==> src/rtl/counter_sched_rr.sv <==
// counter_sched_rr
//   Round-robin scheduler that time-shares one W-bit up-counter between
//   NREQ requesters. The winner's counter runs 0..len, then gets a one-cycle
//   done strobe. The pointer then advances past it.
//
// Ports
//   clk   : clock, rising edge
//   rst   : asynchronous, active-high reset
//   req   : [NREQ]   level request per requester
//   len   : [NREQ*W] terminal count per requester, slice i at [i*W +: W]
//   hold  : pauses counting while high (RUN only)
//   gnt   : [NREQ]   one-hot grant, zero when no owner
//   cnt   : [W]      shared counter value
//   busy  : high in RUN and DONE
//   done  : [NREQ]   one-cycle completion pulse to the finished requester
module counter_sched_rr #(
  parameter int NREQ = 4,
  parameter int W    = 4
) (
  input  logic              clk,
  input  logic              rst,
  input  logic [NREQ-1:0]   req,
  input  logic [NREQ*W-1:0] len,
  input  logic              hold,
  output logic [NREQ-1:0]   gnt,
  output logic [W-1:0]      cnt,
  output logic              busy,
  output logic [NREQ-1:0]   done
);

  localparam int PW = (NREQ > 1) ? $clog2(NREQ) : 1;

  typedef enum logic [1:0] {IDLE, RUN, DONE} state_t;

  state_t        state;
  logic [W-1:0]  tc;
  logic [PW-1:0] ptr;
  logic [PW-1:0] win;   // index of the current owner, used to advance ptr

  // First set req bit at or after ptr, wrapping back to index 0.
  logic [PW-1:0] pick;
  logic          found;
  always_comb begin
    pick  = '0;
    found = 1'b0;
    for (int k = 0; k < NREQ; k++) begin
      if (!found && req[(int'(ptr) + k) % NREQ]) begin
        found = 1'b1;
        pick  = PW'((int'(ptr) + k) % NREQ);
      end
    end
  end

  assign busy = (state != IDLE);

  always_ff @(posedge clk or posedge rst) begin
    if (rst) begin
      state <= IDLE;
      gnt   <= '0;
      cnt   <= '0;
      tc    <= '0;
      ptr   <= '0;
      win   <= '0;
      done  <= '0;
    end else begin
      case (state)
        IDLE: begin
          done <= '0;
          if (found) begin
            gnt   <= NREQ'(1) << pick;
            tc    <= len[int'(pick)*W +: W];
            cnt   <= '0;
            win   <= pick;
            state <= RUN;
          end
        end
        RUN: begin
          if (!hold) begin
            // Compare before increment so cnt never passes tc and never wraps.
            if (cnt == tc) begin
              done  <= gnt;
              gnt   <= '0;
              ptr   <= (win == PW'(NREQ-1)) ? '0 : win + 1'b1;
              state <= DONE;
            end else begin
              cnt <= cnt + 1'b1;
            end
          end
        end
        DONE: begin
          // req is ignored here so the finished requester can drop it.
          done  <= '0;
          cnt   <= '0;
          state <= IDLE;
        end
        default: state <= IDLE;
      endcase
    end
  end

endmodule

==> config.mk <==
export PLATFORM = sky130hd
export DESIGN_NAME = counter_sched_rr
export DESIGN_NICKNAME = d
export VERILOG_FILES = /design/src/rtl/counter_sched_rr.sv
export SDC_FILE = /design/constraint.sdc
export NUM_CORES = 1
export LEC_CHECK = 0
export CORE_ASPECT_RATIO = 2
export CORE_MARGIN = 5
export CORE_UTILIZATION = 47
export DETAILED_ROUTE_END_ITERATION = 8
export PLACE_DENSITY = 0.78
export SLEW_MARGIN = 20
export SYNTH_ARGS = -nofsm -noshare
export SYNTH_HDL_FRONTEND = slang
export SYNTH_SLANG_ARGS = --single-unit
==> constraint.sdc <==
create_clock -name clk -period 2.14 [get_ports clk]
set_input_delay 0.428 -clock clk [delete_from_list [all_inputs] [get_ports clk]]
set_output_delay 0.428 -clock clk [all_outputs]
set_load 0.05 [all_outputs]
Word level (Yosys, flattened, before mapping)
Index checks and enable logic that the tools add are counted.
- add/subtract/negate cells: 5
- magnitude comparators: 4
- equal/unequal tests: 8
- shifts and indexed selects: 2
- muxes and demuxes: 35
- bitwise gates (word level): 4
- reductions and logical operators: 21
- operators by type and width (kind ; number):
    two-way mux 4 bit ; 8
    two-way mux 2 bit ; 8
    one-hot mux 4 bit (2 select lines) ; 2
    indexed part select 16 x 5 -> 4 bit ; 1
    less-than comparator 3 x 4 -> 1 bit (second input constant) ; 3
    one-hot mux 4 bit (3 select lines) ; 1
    two-way mux 1 bit ; 11
    AND reduction 3 bit ; 3
    binary-select mux 1 bit (select 2 bit) ; 4
    != test 2 bit (second input constant) ; 4
    AND reduction 4 bit ; 2
    OR reduction 2 bit ; 4
    nonzero test 2 bit ; 3
    adder 2 x 1 -> 2 bit (second input constant) ; 2
    adder 2 bit (second input constant) ; 2
    adder 4 x 1 -> 4 bit (second input constant) ; 1
    equality test 2 bit (second input constant) ; 2
    equality test 4 bit ; 1
    one-hot mux 2 bit (2 select lines) ; 1
    left shift 1 x 2 -> 4 bit (first input constant) ; 1
    AND 1 bit (first input constant) ; 3
    logical AND 1 bit ; 3
    zero test 1 bit ; 3
    less-than comparator 2 x 3 -> 1 bit (second input constant) ; 1
    other kinds (5) ; 5
- register bits after elaboration: 22
- bits of input ports: 23
- logic and storage cells: 86

Longest topological paths before layout
Gate-level depths: netlist (run 1).
- depth after elaboration: 17
- gate-level depth with buffers: 6
- mapped depth without buffers: 5

Worst setup path after synthesis (run 1)
Ideal clock, no wire load.
- path type: register -> register
- start point: register cnt[0]
- end point: register gnt[0]
- setup time: 0.121 ns
- arrival time: 1.913 ns
- required time: 2.019 ns
- path slack: 0.106 ns
- cell stages (with the launch flop): 6
- path through: dfrtp_1 xor2_1 nor4_1 nand2b_1 a211o_1 a22o_2
- longest elaborated chain between the ends: 3
- ends and longest elaborated chain (what ; RTL line ; text):
    start: declaration ; 26 ; output logic [W-1:0] cnt,
    start signal: assignment ; 86 ; cnt <= cnt + 1'b1;
    equality test 4 bit ; 80 ; if (cnt == tc) begin
    != test 2 bit (no source line) ; n/a ;
    AND reduction 4 bit (no source line) ; n/a ;
    end signal: assignment ; 70 ; gnt <= NREQ'(1) << pick;
    end: declaration ; 25 ; output logic [NREQ-1:0] gnt,
Every way passes these cells.
A chain may end at the register's enable or synchronous reset.

Worst setup path in the final report (run 1)
- start point: input req[2]
- end point: register tc[3]
- longest elaborated chain between the ends: 13
- elaborated cells on any way between the ends: 27
- those cells by class: shift: 1; mux: 19; reduce/logical: 7
- ends and longest elaborated chain (what ; RTL line ; text):
    start: declaration ; 22 ; input logic [NREQ-1:0] req,
    binary-select mux 1 bit (select 2 bit) ; 47 ; if (!found && req[(int'(ptr) + k) % NREQ]) begin
    two-way mux 1 bit (not written as such) ; 47 ;
    two-way mux 1 bit ; 47 ;
    zero test 1 bit ; 47 ;
    logical AND 1 bit ; 47 ;
    two-way mux 1 bit ; 47 ;
    zero test 1 bit ; 47 ;
    logical AND 1 bit ; 47 ;
    two-way mux 1 bit ; 47 ;
    zero test 1 bit ; 47 ;
    logical AND 1 bit ; 47 ;
    two-way mux 2 bit or two-way mux 1 bit (tied branches) ; 47 ;
    indexed part select 16 x 5 -> 4 bit or AND reduction 2 bit (tied branches) ; n/a ;
    end signal: assignment ; 71 ; tc <= len[int'(pick)*W +: W];
    end: declaration ; 36 ; logic [W-1:0] tc;
Several ways; a longest one is shown, not always the timed one. The select of a mux whose other input is x is not followed.

==> results of run 1 <==
[where the power goes]
part / switching [mW] / internal (mW) / total, mW
Sequential: 0.188 / 0.582 / 0.769
Combinational: 0.772 / 0.605 / 1.38
Clock: 0.132 / 0.164 / 0.296
[cell usage after synthesis, drive strengths merged]
cell / number / share of area, %
dfrtp: 22 / 44
nand2: 13 / 3.9
o21ai: 12 / 4.8
nor2: 8 / 2.4
a21boi: 7 / 4.2
nand2b: 5 / 2.5
a22o: 4 / 3.0
inv: 4 / 1.2
mux2: 4 / 4.5
xor2: 4 / 2.8
a221o: 3 / 2.4
buf: 3 / 1.7
nor2b: 3 / 1.5
nor3b: 3 / 1.8
or3b: 3 / 2.1
a21oi: 2 / 0.80
ha: 2 / 2.0
mux2i: 2 / 1.6
o21a: 2 / 1.2
o31ai: 2 / 1.2
or2: 2 / 1.0
or4: 2 / 1.2
a211o: 1 / 0.70
a211oi: 1 / 0.60
a21o: 1 / 0.60
a311oi: 1 / 0.70
clkbuf: 1 / 0.30
nand3: 1 / 0.40
nor3: 1 / 0.40
nor4: 1 / 0.50
o22ai: 1 / 1.0
o31a: 1 / 0.70
o32ai: 1 / 0.70
o41ai: 1 / 0.70
or3: 1 / 0.50
[timing repair]
| item | CTS | global route |
|---|---|---|
| setup endpoints to repair | 0 | 4 |
| setup buffers | 0 | 0 |
| resized for setup | 0 | 5 |
[per-layer routing]
metal	wire (um)	vias to the layer above
met5	0	-
met3	124	12
met1	1230	565
met4	125	0
li1	-	560
met2	1820	36
[per-stage QoR]
| stage | instances | hold WS [ns] | power [mW] | utilization (%) | worst slack [ns] |
|---|---|---|---|---|---|
| 2_1_floorplan | 125 | 0.417 | 1.63 | - | 0.106 |
| 3_3_place_gp | 200 | 0.464 | 2.07 | 67.1 | -0.167 |
| 3_5_place_dp | 200 | 0.489 | 2.12 | 67.1 | -0.230 |
| 4_1_cts | 204 | 0.470 | 2.43 | 69.2 | 0.0395 |
| 5_1_grt | 204 | 0.486 | 2.60 | 69.9 | 0.0143 |
| 6_report | 204 | 0.462 | 2.44 | 69.9 | 0.107 |
[worst max-delay path, cell delays in order]
cell and delay, ns:
sky130_fd_sc_hd__clkdlybuf4s50_1 0.47, sky130_fd_sc_hd__or4_1 0.59, sky130_fd_sc_hd__nand2b_1 0.18, sky130_fd_sc_hd__nor3_2 0.09, sky130_fd_sc_hd__a21boi_0 0.15, sky130_fd_sc_hd__a221o_1 0.26
[layout make-up]
class / count / share of cell area [%]
tap: 28 / 1.95
clock buffer: 4 / 3.06
sequential: 22 / 30.6
timing repair buffer: 51 / 26.0
multi-input combinational: 95 / 37.5
inverter: 4 / 0.836
[logic make-up (layout without fill, tap and decap cells)]
family / after synthesis / after routing / share of synthesized area [%]
XOR/XNOR: 4 / 4 / 2.81
multiplexers: 6 / 6 / 6.12
buffers and inverters: 8 / 59 / 3.21
AND/OR/NAND/NOR: 43 / 43 / 18.3
adder cells (fa/ha/maj): 2 / 2 / 2.01
flip-flops: 22 / 22 / 44.2
AO/OA/AOI/OAI: 40 / 40 / 23.4
[flip-flops by register name, indices dropped and copies added (netlist names)]
register	flops
win	2
tc	4
ptr	2
state	2
gnt	4
done	4
cnt	4
[worst paths after layout]
check / startpoint / end / slack (ns) / cells past startpoint
hold reg to reg: win[1] / win[1] / 0.52 / 1
min in group clk: win[1] / win[1] / 0.52 / 1
max in group asynchronous: rst / tc[3] / 1.16 / 3
setup / recovery: req[2] / tc[3] / 0.11 / 6
setup reg to reg: cnt[0] / gnt[0] / 0.25 / 6
hold / removal: rst / done[1] / 0.46 / 2
==> results_tabular.tex, run 1 <==
\begin{tabular}{lr}
\hline
Metric & Value \\
\hline
\multicolumn{2}{l}{\textbf{Die}} \\
I/O pin count & 36 \\
Standard cell core area & 2570 sq um \\
Number of core rows & 26 \\
Floorplan die height & $\sim$83 um \\
Initial Utilization & roughly 48\% \\
Floorplan die area & 3840 sq um \\
Die Width & between 40 and 50 um \\
\multicolumn{2}{l}{\textbf{Global routing}} \\
Met1 track demand over resource & 20.6\% \\
Initial antenna violation count & 0 \\
Met2 GRT Util & 32.0\% \\
Largest net degree at the start of global routing & 13 \\
Global route hottest layer & met2 \\
GRT Util Overall & 18.6\% \\
Final global-route overflow total & 0 \\
Wire length of the first global-routing pass & 5420 um \\
Global Route met3 Usage & slightly below 2\% \\
Vias in the first global route & 1219 \\
\multicolumn{2}{l}{\textbf{Critical path}} \\
Critical path start-end classification & primary input to flop \\
Data required, critical path & between 2 and 2.5 ns \\
CP Max Fanout & 4 \\
Crit path capture type & flop \\
Crit path arrival time & 2.18 ns \\
Nature of the critical path startpoint & primary input \\
\multicolumn{2}{l}{\textbf{STA}} \\
Unrepaired setup endpoints after global routing & no \\
Endpoints failing hold & 0 \\
Max-Slew Margin vs Limit & roughly 66\% \\
Maximum achievable frequency & 0.492 GHz \\
Final number of max-transition violations & 0 \\
Sum Neg Setup Slack & 0 ns \\
Largest clock skew in the final design & 0.00180 ns \\
Post-layout minimum cycle time & 2.03 ns \\
Share of the clock period used by the worst path after layout & approximately 95\% \\
Tightest Pin Transition & between 0.5 and 0.6 ns \\
Final number of setup-violating endpoints & 0 \\
\multicolumn{2}{l}{\textbf{Synth}} \\
Yosys warnings & 0 \\
Avg Cell Area, Syn & between 9 and 10 sq um \\
Nets in the synthesized netlist & 150 \\
Post-synthesis sequential area ratio & 44.2\% \\
Number of distinct library cell variants in the gate-level netlist after synthesis & 39 \\
Post-synthesis register bit count & 22 \\
Gate count after technology mapping & 125 \\
Netlist Area Pre-Place & 1250 sq um \\
\multicolumn{2}{l}{\textbf{Route}} \\
Routed vias/inst & 5.75 \\
Final WL & 3300 um \\
Via count & 1173 \\
DRC violation count after routing & 0 \\
ANT nets after route & 0 \\
1st-pass router iterations & 4 \\
Number of DRC markers after the initial detailed-route iteration & 34 \\
Routed wire length per instance & between 15 and 20 um \\
\multicolumn{2}{l}{\textbf{Placement}} \\
Count of buffers inserted at the top-level ports & 35 \\
Cell area reported after detailed placement & between 1500 and 2000 sq um \\
Estimated wirelength of the detail-placed design & roughly 2600 um \\
Routability-driven placement congestion ratio & 0.825 \\
\multicolumn{2}{l}{\textbf{Clock network}} \\
Sinks on Clock Net & 22 \\
Clock buffer count from CTS & 3 \\
CTS clock-pin slew for the worst setup and hold paths & 0.08 ns \\
CTS tree & yes \\
CTS H-Tree Depth & 1 \\
Clock buffer depth & 2 \\
Root buffer selected by CTS & sky130\_fd\_sc\_hd\_\_clkbuf\_8 \\
Latest clock arrival within the worst-skew pair & around 0.26 ns \\
Number of buffers added to fix hold violations after cts & 0 \\
\multicolumn{2}{l}{\textbf{Cells and area}} \\
Ratio of cells with drive above 1 in the final layout & 20.5\% \\
Commonest cells after routing, fill and taps aside & sky130\_fd\_sc\_hd\_\_clkdlybuf4s50\_1, sky130\_fd\_sc\_hd\_\_dfrtp\_1, sky130\_fd\_sc\_hd\_\_buf\_4 \\
Net count, final & 202 \\
Post-synthesis to final-layout area growth & 44.2\% \\
Antenna Cells & 0 \\
Cell area after layout & $\sim$1800 sq um \\
Multi-input gate area & 673 sq um \\
Filler instances & 200 \\
Sequential cell area in the final layout & 551 sq um \\
Most frequent standard cell in the layout excluding fill and tap cells & sky130\_fd\_sc\_hd\_\_clkdlybuf4s50\_1 \\
\multicolumn{2}{l}{\textbf{Power and ir drop}} \\
Peak ir drop on the vdd network & 0.000759 V \\
Power per Cell Area & 1360 nW/um\^{}2 \\
Leakage power total & 0.806 nW \\
\multicolumn{2}{l}{\textbf{Min path}} \\
Path type of the worst min-delay path & primary input to async pin \\
\multicolumn{2}{l}{\textbf{Run}} \\
Number of maximum-capacitance violations & 0 \\
\multicolumn{2}{l}{\textbf{Status}} \\
Result of the run & completed \\
\hline
\end{tabular}
No activity file was read; power rests on OpenSTA's default activity.
==> run 2: changes to the inputs <==
CORE_ASPECT_RATIO = default   (was 2)
CORE_UTILIZATION = 50   (was 47)
PLACE_DENSITY = 0.83   (was 0.78)
clock period = 2.35 ns   (was 2.14 ns; I/O delays follow)
==> results_tabular.tex, run 2 (synthesis gave the netlist of run 1 again) <==
\begin{tabular}{lr}
\hline
Metric & Value \\
\hline
\multicolumn{2}{l}{\textbf{Status}} \\
Result of the run & completed \\
\multicolumn{2}{l}{\textbf{Power and ir drop}} \\
Peak ir drop on the vdd network & 0.000664 V (-13\%) \\
Leakage power total & 0.779 nW (-3.3\%) \\
Part of the power in registers & 32.8\% (+1.3 points) \\
Switching Power & 0.953 mW (-13\%) \\
Combinational power share & 58.9\% (+2.5 points) \\
Part of the power in the clock network & 8.3\% (-3.8 points) \\
Proportion of total power due to net switching & 46.1\% (+1.4 points) \\
Power per Cell Area & 1190 nW/um\^{}2 (-12\%) \\
Internal power & 1.11 mW (-18\%) \\
\multicolumn{2}{l}{\textbf{STA}} \\
Share of the clock period used by the worst path after layout & 91.7\% \\
Final number of max-transition violations & 0 (unchanged) \\
Maximum achievable frequency & 0.464 GHz \\
Final number of setup-violating endpoints & 0 (unchanged) \\
Max-Slew Margin vs Limit & 60.3\% (-5.5 points) \\
Largest clock skew in the final design & 0.00137 ns (-0.000436 ns) \\
Unrepaired setup endpoints after global routing & no \\
Tightest Pin Transition & 0.591 ns (+0.0801 ns) \\
Worst Setup Slack, final & 0.194 ns (+0.0874 ns) \\
Post-layout minimum cycle time & 2.16 ns \\
Endpoints failing hold & 0 (unchanged) \\
\multicolumn{2}{l}{\textbf{Die}} \\
Number of core rows & 18 (-31\%) \\
Die Width & 59.9 um (+29\%) \\
Floorplan die height & 59.9 um (-28\%) \\
I/O pin count & 36 (unchanged) \\
Initial Utilization & 51.2\% (+2.7 points) \\
Standard cell core area & 2430 sq um (-5.4\%) \\
Floorplan die area & 3590 sq um (-6.6\%) \\
\multicolumn{2}{l}{\textbf{Clock network}} \\
Clock buffer count from CTS & 3 (unchanged) \\
CTS-repair resized insts & 0 (unchanged) \\
Number of setup buffers added after CTS & 0 (unchanged) \\
CTS H-Tree Depth & 1 (unchanged) \\
Clock buffer depth & 2 (unchanged) \\
CTS clock-pin slew for the worst setup and hold paths & 0.11 ns (+0.03 ns) \\
Root buffer selected by CTS & sky130\_fd\_sc\_hd\_\_clkbuf\_4 \\
Number of buffers added to fix hold violations after cts & 0 (unchanged) \\
CTS tree & yes \\
Sinks on Clock Net & 22 (unchanged) \\
Latest clock arrival within the worst-skew pair & 0.31 ns (+0.05 ns) \\
\multicolumn{2}{l}{\textbf{Global routing}} \\
Largest net degree at the start of global routing & 23 (+10) \\
Wire length of the first global-routing pass & 5380 um (-0.89\%) \\
GRT Util Overall & 19.9\% (+1.3 points) \\
Initial antenna violation count & 0 (unchanged) \\
Vias in the first global route & 1193 (-2.1\%) \\
Final global-route overflow total & 0 (unchanged) \\
\multicolumn{2}{l}{\textbf{Cells and area}} \\
Net count, final & 200 (-0.99\%) \\
Count of placed standard cells in the final layout, fillers left out & 203 (-0.49\%) \\
Ratio of cells with drive above 1 in the final layout & 15.6\% (-4.8 points) \\
Sequential cell area in the final layout & 551 sq um (unchanged) \\
Antenna Cells & 0 (unchanged) \\
Commonest cells after routing, fill and taps aside & sky130\_fd\_sc\_hd\_\_clkdlybuf4s50\_1, sky130\_fd\_sc\_hd\_\_dfrtp\_1, sky130\_fd\_sc\_hd\_\_buf\_4 \\
Filler instances & 204 (+2.0\%) \\
Post-synthesis to final-layout area growth & 39.4\% \\
Multi-input gate area & 656 sq um (-2.6\%) \\
Most frequent standard cell in the layout excluding fill and tap cells & sky130\_fd\_sc\_hd\_\_clkdlybuf4s50\_1 \\
\multicolumn{2}{l}{\textbf{Placement}} \\
Estimated wirelength of the detail-placed design & 2530 um (-4.1\%) \\
Cells after DPL & 200 (unchanged) \\
Routability-driven placement congestion ratio & 0.806 (-2.3\%) \\
Setup Slack @ Placement & -0.0788 ns (+0.151 ns) \\
Count of buffers inserted at the top-level ports & 35 (unchanged) \\
\multicolumn{2}{l}{\textbf{Critical path}} \\
Length in cells of the worst reg-to-reg path & 5 (-1) \\
Critical path start-end classification & flop to output port \\
End of the worst register-to-register path & gnt[2] \\
Crit path capture type & output port \\
Nature of the critical path startpoint & flop \\
CP Max Fanout & 2 (-2) \\
Reg-to-reg slack, setup & 0.34 ns (+0.09 ns) \\
Data required, critical path & 1.88 ns (-0.41 ns) \\
Crit path arrival time & 1.69 ns (-0.49 ns) \\
Startpoint of the lowest-slack register-to-register path & cnt[0] \\
\multicolumn{2}{l}{\textbf{Route}} \\
Number of DRC markers after the initial detailed-route iteration & 44 (+29\%) \\
Final WL & 3060 um (-7.3\%) \\
1st-pass router iterations & 4 (unchanged) \\
ANT nets after route & 0 (unchanged) \\
Routed vias/inst & 5.52 (-4.0\%) \\
Via count & 1121 (-4.4\%) \\
Routed wire length per instance & 15.1 um (-6.9\%) \\
DRC violation count after routing & 0 (unchanged) \\
\multicolumn{2}{l}{\textbf{Min path}} \\
Path type of the worst min-delay path & primary input to async pin \\
\multicolumn{2}{l}{\textbf{Run}} \\
Number of maximum-capacitance violations & 0 (unchanged) \\
\hline
\end{tabular}
run 2: cell count changes in the layout (fill, tap and decap cells not counted), sizes merged:
cell / change
clkdlybuf4s50: +1
clkbuf: -1
buf: -3
run 2: critical path, cell delays in order (launching register included):
cell	delay, ns
sky130_fd_sc_hd__dfrtp_1	0.41
sky130_fd_sc_hd__or2_1	0.25
sky130_fd_sc_hd__clkdlybuf4s50_1	0.71
run 2: worst max-delay path by stage:
stage / endpoint / slack (ns) / startpoint
2_1_floorplan: gnt[0] / 0.32 / cnt[0]
3_3_place_gp: tc[2] / -0.03 / req[1]
3_5_place_dp: tc[2] / -0.08 / req[1]
4_1_cts: busy / 0.18 / state[1]
5_1_grt: busy / 0.16 / state[1]
6_report: busy / 0.19 / state[1]
run 2: area by class of cell:
type | instances | area share, %
Tap cell | 30 | 2.16
Clock buffer | 3 | 1.30
Multi-Input combinational cell | 95 | 37.8
Sequential cell | 22 | 31.7
Timing Repair Buffer | 49 | 26.2
Inverter | 4 | 0.865
run 2: metrics by stage:
stage | area, sq um | total power, mW | hold WS, ns | setup TNS, ns | util, %
detailed placement | 1710 | 1.91 | 0.478 | -0.232 | 70.5
CTS | 1740 | 2.07 | 0.489 | 0 | 71.4
global placement | 1710 | 1.86 | 0.468 | -0.0480 | 70.5
global route | 1740 | 2.22 | 0.491 | 0 | 71.4
finish | 1740 | 2.07 | 0.474 | 0 | 71.4
floorplan | 1250 | 1.49 | 0.454 | 0 | -
run 2: power groups by stage:
stage               combinational (mW)  sequential, mW  clock (mW)
floorplan                        0.590           0.899           0
global placement                  1.18           0.672           0
detailed placement                1.22           0.683           0
CTS                               1.22           0.677       0.171
global route                      1.32           0.702       0.195
finish                            1.22           0.678       0.171
run 2: metal layers:
layer  share of wire, %  vias to the layer above  global-route usage [%]
met1                 42                      525                    24.3
li1                   -                      556                       -
met3                3.9                        8                    3.24
met4                3.6                        0                    11.7
met2                 51                       32                    32.7
met5                  0                        -                       0
==> run 3: changes to the inputs <==
SLEW_MARGIN = 25   (was 20)
==> results of run 3 <==
No change in the layout: final DEF, timing and power equal those of run 2.
